$ cat config.mk
export PLATFORM = sky130hd
export DESIGN_NAME = spi_frame_slave
export DESIGN_NICKNAME = d
export VERILOG_FILES = /design/src/rtl/spi_frame_slave.sv
export SDC_FILE = /design/constraint.sdc
export NUM_CORES = 1
export LEC_CHECK = 0
export ABC_AREA = 1
export ABC_CLOCK_PERIOD_IN_PS = 2500
export BUFFER_PORTS_ARGS = -buffer_cell sky130_fd_sc_hd__buf_2
export CORE_UTILIZATION = 25
export CTS_BUF_LIST = sky130_fd_sc_hd__clkbuf_4 sky130_fd_sc_hd__clkbuf_8
export CTS_CLUSTER_SIZE = 40
export DETAILED_ROUTE_END_ITERATION = 8
export PLACE_DENSITY = 0.37
export REMOVE_ABC_BUFFERS = 1
export SYNTH_ARGS = -nofsm -noshare
export SYNTH_HDL_FRONTEND = slang
export SYNTH_SLANG_ARGS = --single-unit
$ cat constraint.sdc
create_clock -name clk -period 2.5 [get_ports clk]
set_input_delay 0.125 -clock clk [delete_from_list [all_inputs] [get_ports clk]]
set_output_delay 0.125 -clock clk [all_outputs]
set_load 0.005 [all_outputs]
$ cat src/rtl/spi_frame_slave.sv
// SPI mode-0 frame slave: 8-bit command (W flag + 7-bit op) then 16 data bits,
// issuing a one-cycle register write strobe and shifting read data out on MISO.
module spi_frame_slave #(
    parameter int SYNC_STAGES = 2
) (
    input  logic        clk,
    input  logic        rst,
    input  logic        spi_sck,
    input  logic        spi_cs_n,
    input  logic        spi_mosi,
    output logic        spi_miso,
    output logic        spi_wr,
    output logic [6:0]  spi_op,
    output logic [15:0] spi_din,
    input  logic        spi_ack,
    input  logic [15:0] spi_dout,
    output logic        frame_err
);

    localparam logic [1:0] IDLE = 2'd0;
    localparam logic [1:0] CMD  = 2'd1;
    localparam logic [1:0] DATA = 2'd2;
    localparam logic [1:0] HOLD = 2'd3;

    logic [SYNC_STAGES-1:0] sck_sync;
    logic [SYNC_STAGES-1:0] cs_sync;
    logic [SYNC_STAGES-1:0] mosi_sync;
    logic [SYNC_STAGES-1:0] sync_full;
    logic                   sck_prev;
    logic                   armed;

    logic [1:0]  state;
    logic [4:0]  bit_cnt;
    logic [7:0]  cmd_sr;
    logic [15:0] data_sr;
    logic [15:0] miso_sr;

    logic sck_s;
    logic cs_s;
    logic mosi_s;
    logic sck_rise;
    logic sck_fall;

    assign sck_s    = sck_sync[SYNC_STAGES-1];
    assign cs_s     = cs_sync[SYNC_STAGES-1];
    assign mosi_s   = mosi_sync[SYNC_STAGES-1];
    assign sck_rise = sck_s & ~sck_prev;
    assign sck_fall = ~sck_s & sck_prev;

    // sync_full marks when cs_s reflects the real pin rather than its reset value;
    // only a genuine high level on cs_n arms the slave after reset.
    always_ff @(posedge clk or negedge rst) begin
        if (!rst) begin
            sck_sync  <= '0;
            cs_sync   <= '1;
            mosi_sync <= '0;
            sync_full <= '0;
            sck_prev  <= 1'b0;
            armed     <= 1'b0;
        end else begin
            sck_sync  <= {sck_sync[SYNC_STAGES-2:0], spi_sck};
            cs_sync   <= {cs_sync[SYNC_STAGES-2:0], spi_cs_n};
            mosi_sync <= {mosi_sync[SYNC_STAGES-2:0], spi_mosi};
            sync_full <= {sync_full[SYNC_STAGES-2:0], 1'b1};
            sck_prev  <= sck_s;
            armed     <= armed | (cs_s & sync_full[SYNC_STAGES-1]);
        end
    end

    always_ff @(posedge clk or negedge rst) begin
        if (!rst) begin
            state     <= IDLE;
            bit_cnt   <= '0;
            cmd_sr    <= '0;
            data_sr   <= '0;
            miso_sr   <= '0;
            spi_miso  <= 1'b0;
            spi_wr    <= 1'b0;
            spi_op    <= '0;
            spi_din   <= '0;
            frame_err <= 1'b0;
        end else begin
            spi_wr    <= 1'b0;
            frame_err <= spi_wr & ~spi_ack;
            case (state)
                IDLE: begin
                    bit_cnt  <= '0;
                    spi_miso <= 1'b0;
                    if (!cs_s && armed) state <= CMD;
                end
                CMD: begin
                    if (cs_s) begin
                        state     <= IDLE;
                        frame_err <= 1'b1;
                    end else if (sck_rise) begin
                        cmd_sr  <= {cmd_sr[6:0], mosi_s};
                        bit_cnt <= bit_cnt + 5'd1;
                        if (bit_cnt == 5'd7) begin
                            state   <= DATA;
                            miso_sr <= spi_dout;
                        end
                    end
                end
                DATA: begin
                    if (cs_s) begin
                        state     <= IDLE;
                        frame_err <= 1'b1;
                        spi_miso  <= 1'b0;
                    end else if (sck_rise) begin
                        data_sr <= {data_sr[14:0], mosi_s};
                        if (bit_cnt != 5'd24) bit_cnt <= bit_cnt + 5'd1;
                        if (bit_cnt == 5'd23) begin
                            state    <= HOLD;
                            spi_miso <= 1'b0;
                            if (cmd_sr[7]) begin
                                spi_wr  <= 1'b1;
                                spi_op  <= cmd_sr[6:0];
                                spi_din <= {data_sr[14:0], mosi_s};
                            end
                        end
                    end else if (sck_fall) begin
                        spi_miso <= miso_sr[15];
                        miso_sr  <= {miso_sr[14:0], 1'b0};
                    end
                end
                HOLD: begin
                    spi_miso <= 1'b0;
                    if (cs_s) state <= IDLE;
                end
                default: state <= IDLE;
            endcase
        end
    end

endmodule

==> flow_summary.yaml <==
clock_network:
  cts.clk_slew.worst_paths_ps: 90
  clk_path_buf_depth: 2
  clk_latency_ps: 370
  cts_tree: "done"
  htree_num_levels: 3
  clock-root-buffer: "clkbuf_8"
  clkSinkCount: 82
  cts_setup_buffers: 0
  cts_buffers: 9
logic_synthesis:
  synth_area_sq_um: 3660
  synth_warnings: 0
  yosysSeqAreaShare: 0.561
  synth_most_common_cell: "nand2_1"
  synth_top_area_cell: "dfrtp_1"
  synthTopCellsByArea: "dfrtp_1, nand2_1, o21ai_0, nand3_1, inv_1"
  syn_avg_cell_area_sq_um: 8.70
  async_reset_ff_frac: 1.00
  synth_common_cells: "nand2_1, dfrtp_1, inv_1"
  yosysUniqueCellTypes: 29
  synth-edff-count: 0
  synth_top_area_frac: 0.547
  netlist_instances: 421
  synth.ff_latch_count: 82
  synthFlopType: "dfrtp_1"
timing:
  finClkSkew_ps: 8.72
  setup_viol: 0
  min_period_ps: 2030
  rsz0062_at_grt: "false"
  drv_slew: 0
  holdWs_ps: 77.1
  worstMarginPinSlew_ps: 578
  clock.fmax_ghz: 0.493
  hold_viol_final: 0
  relSlewSlack: 0.615
  fin_setup_tns_ps: 0
  finalCritPeriodShare: 0.812
setup_path:
  path_buf_inv: 1
  reg2regPathDepth: 8
  crit_path_frequent_cell: "nand2_2"
  critPathMaxFanout: 37
  critical_path.max_stage_delay_ps: 480
  cp-end-kind: "register"
  cpMaxStageDelayCell: "nor2_8"
  cp_data_arrival_time_ps: 2330
  crit_path_cell_trace: "inv_1 > ha_1 > nand2_2 > nor2_4 > nand2_2 > nor2_8 > nor2_1 > a21oi_2"
  critPathTopFamily: "simple AND/OR/NAND/NOR gates"
  r2r_slack_ps: 470
  critPathKind: "register to register"
  cp-start-kind: "register"
  worstPathRequired_ps: 2800
  startpoint: "state[0]"
  cp.depth: 8
  r2r_start: "state[0]"
pwr:
  ir_drop_mv: 0.356
  netSwitchingFraction: 0.377
  power.leakage_nw: 2.30
  switchingPower_mw: 1.44
  p_comb_frac: 0.309
  intPower_mw: 2.39
  power_frac_clock: 0.254
  p_seq_frac: 0.438
  pwr_density_cell_nw_per_um2: 890
finish:
  nets: 501
  syn2layout_area_growth_pct: 17.6
  drive_gt1_frac: 0.191
  antenna_cells: 0
  fin_util: 0.305
  postLayoutCellArea_sq_um: 4310
  stdcell_count: 657
routing:
  vias_per_cell: 4.23
  first_pass_iters: 4
  vias: 2780
  drtIter0Drc: 134
  drcViolationCount: 0
  wl_per_cell_um: 12.4
  ant_nets: 0
  wl_um: 8180
die:
  dieArea_sq_um: 15100
  pin_count: 48
  coreArea_sq_um: 14100
  num_rows: 43
  initial_core_util: 0.260
  die_y_um: 123
  die_x_um: 123
global_routing:
  grt_pass1_wl_um: 13800
  antenna_found_initial: 0
  gr-total-overflow: 0
  track_usage: 0.122
  grt_pass1_vias: 2822
  grt_max_degree: 43
hold_path:
  hold_class: "primary input to register"
  hold-path-cell-count: 5
  hp-start: "spi_dout[8]"
outcome:
  outcome: "complete, no violations"
placement:
  placed_cells_incl_taps: 636
  numPortBuffers: 47
  dp_hpwl_um: 5350
  postPlaceCellArea_sq_um: 4060
  place.gp.congestion: 0.735
run:
  cap_violations: 0
path summary, 6_finish.rpt:
path                                end
max                           spi_op[5]
min                          miso_sr[8]
max reg2reg                   spi_op[5]
min reg2reg                mosi_sync[1]
max in group asynchronous    cs_sync[1]
min in group asynchronous    miso_sr[9]
cells by family after synthesis:
family | synth area share
adder cells (fa/ha/maj) | 0.0239
buffers and inverters | 0.0584
AO/OA/AOI/OAI | 0.0769
flip-flops | 0.561
AND/OR/NAND/NOR | 0.279
other | 0.00102
stage by stage:
step / setup WS (ps) / power (mW)
3_5_place_dp: 441 / 2.91
3_3_place_gp: 514 / 2.90
6_report: 471 / 3.83
4_1_cts: 408 / 3.94
2_1_floorplan: 261 / 2.55
5_1_grt: 203 / 4.15
final cells by class:
type / instances / area, sq um
clock inverters: 4 / 31.3
well taps: 180 / 225
clock buffers: 12 / 165
fillers: 1535 / 9790
flip-flops and latches: 82 / 2050
inverters: 30 / 113
repair buffers: 55 / 323
multi-input cells: 294 / 1390
power groups by stage:
stage	Sequential, mW	Combinational [mW]	Clock (mW)
2_1_floorplan	1.68	0.869	0
3_3_place_gp	1.70	1.20	0
3_5_place_dp	1.71	1.20	0
4_1_cts	1.68	1.22	1.04
5_1_grt	1.71	1.37	1.07
6_report	1.68	1.18	0.973
placed cells by master, fill, tap and decap left out, types with 3 or more instances in the layout:
cell type / instances
a21oi_1: 9
a21oi_2: 6
buf_2: 46
buf_4: 3
clkbuf_8: 12
dfrtp_1: 80
dlygate4sd3_1: 5
ha_1: 7
inv_1: 28
nand2_1: 174
nand2_2: 4
nand3_1: 25
nor2_1: 23
o21ai_0: 27
tightest hold or removal path: cells and delay by family:
kind,cells,cell delay (ps)
buffers and inverters,1,70
and+or+nand+nor,4,220
timing repair:
action | CTS | global route
hold buffers | 5 | 0
hold endpoints to repair | 44 | 0
resized for setup | 0 | 0
state kept, by name, indices dropped and copies added (netlist names), 2 cells and up:
signal and cells:
miso_sr 16, cmd_sr 8, spi_din 16, data_sr 15, sync_full 2, spi_op 7
sck_sync 2, bit_cnt 5, state 2, cs_sync 2, mosi_sync 2
layer usage:
metal | share of wire | GRT usage
met5 | 0 | 0
met4 | 0.013 | 0.0467
met3 | 0.045 | 0.0438
met2 | 0.46 | 0.193
met1 | 0.48 | 0.151
(Power assumes the default switching activity.)
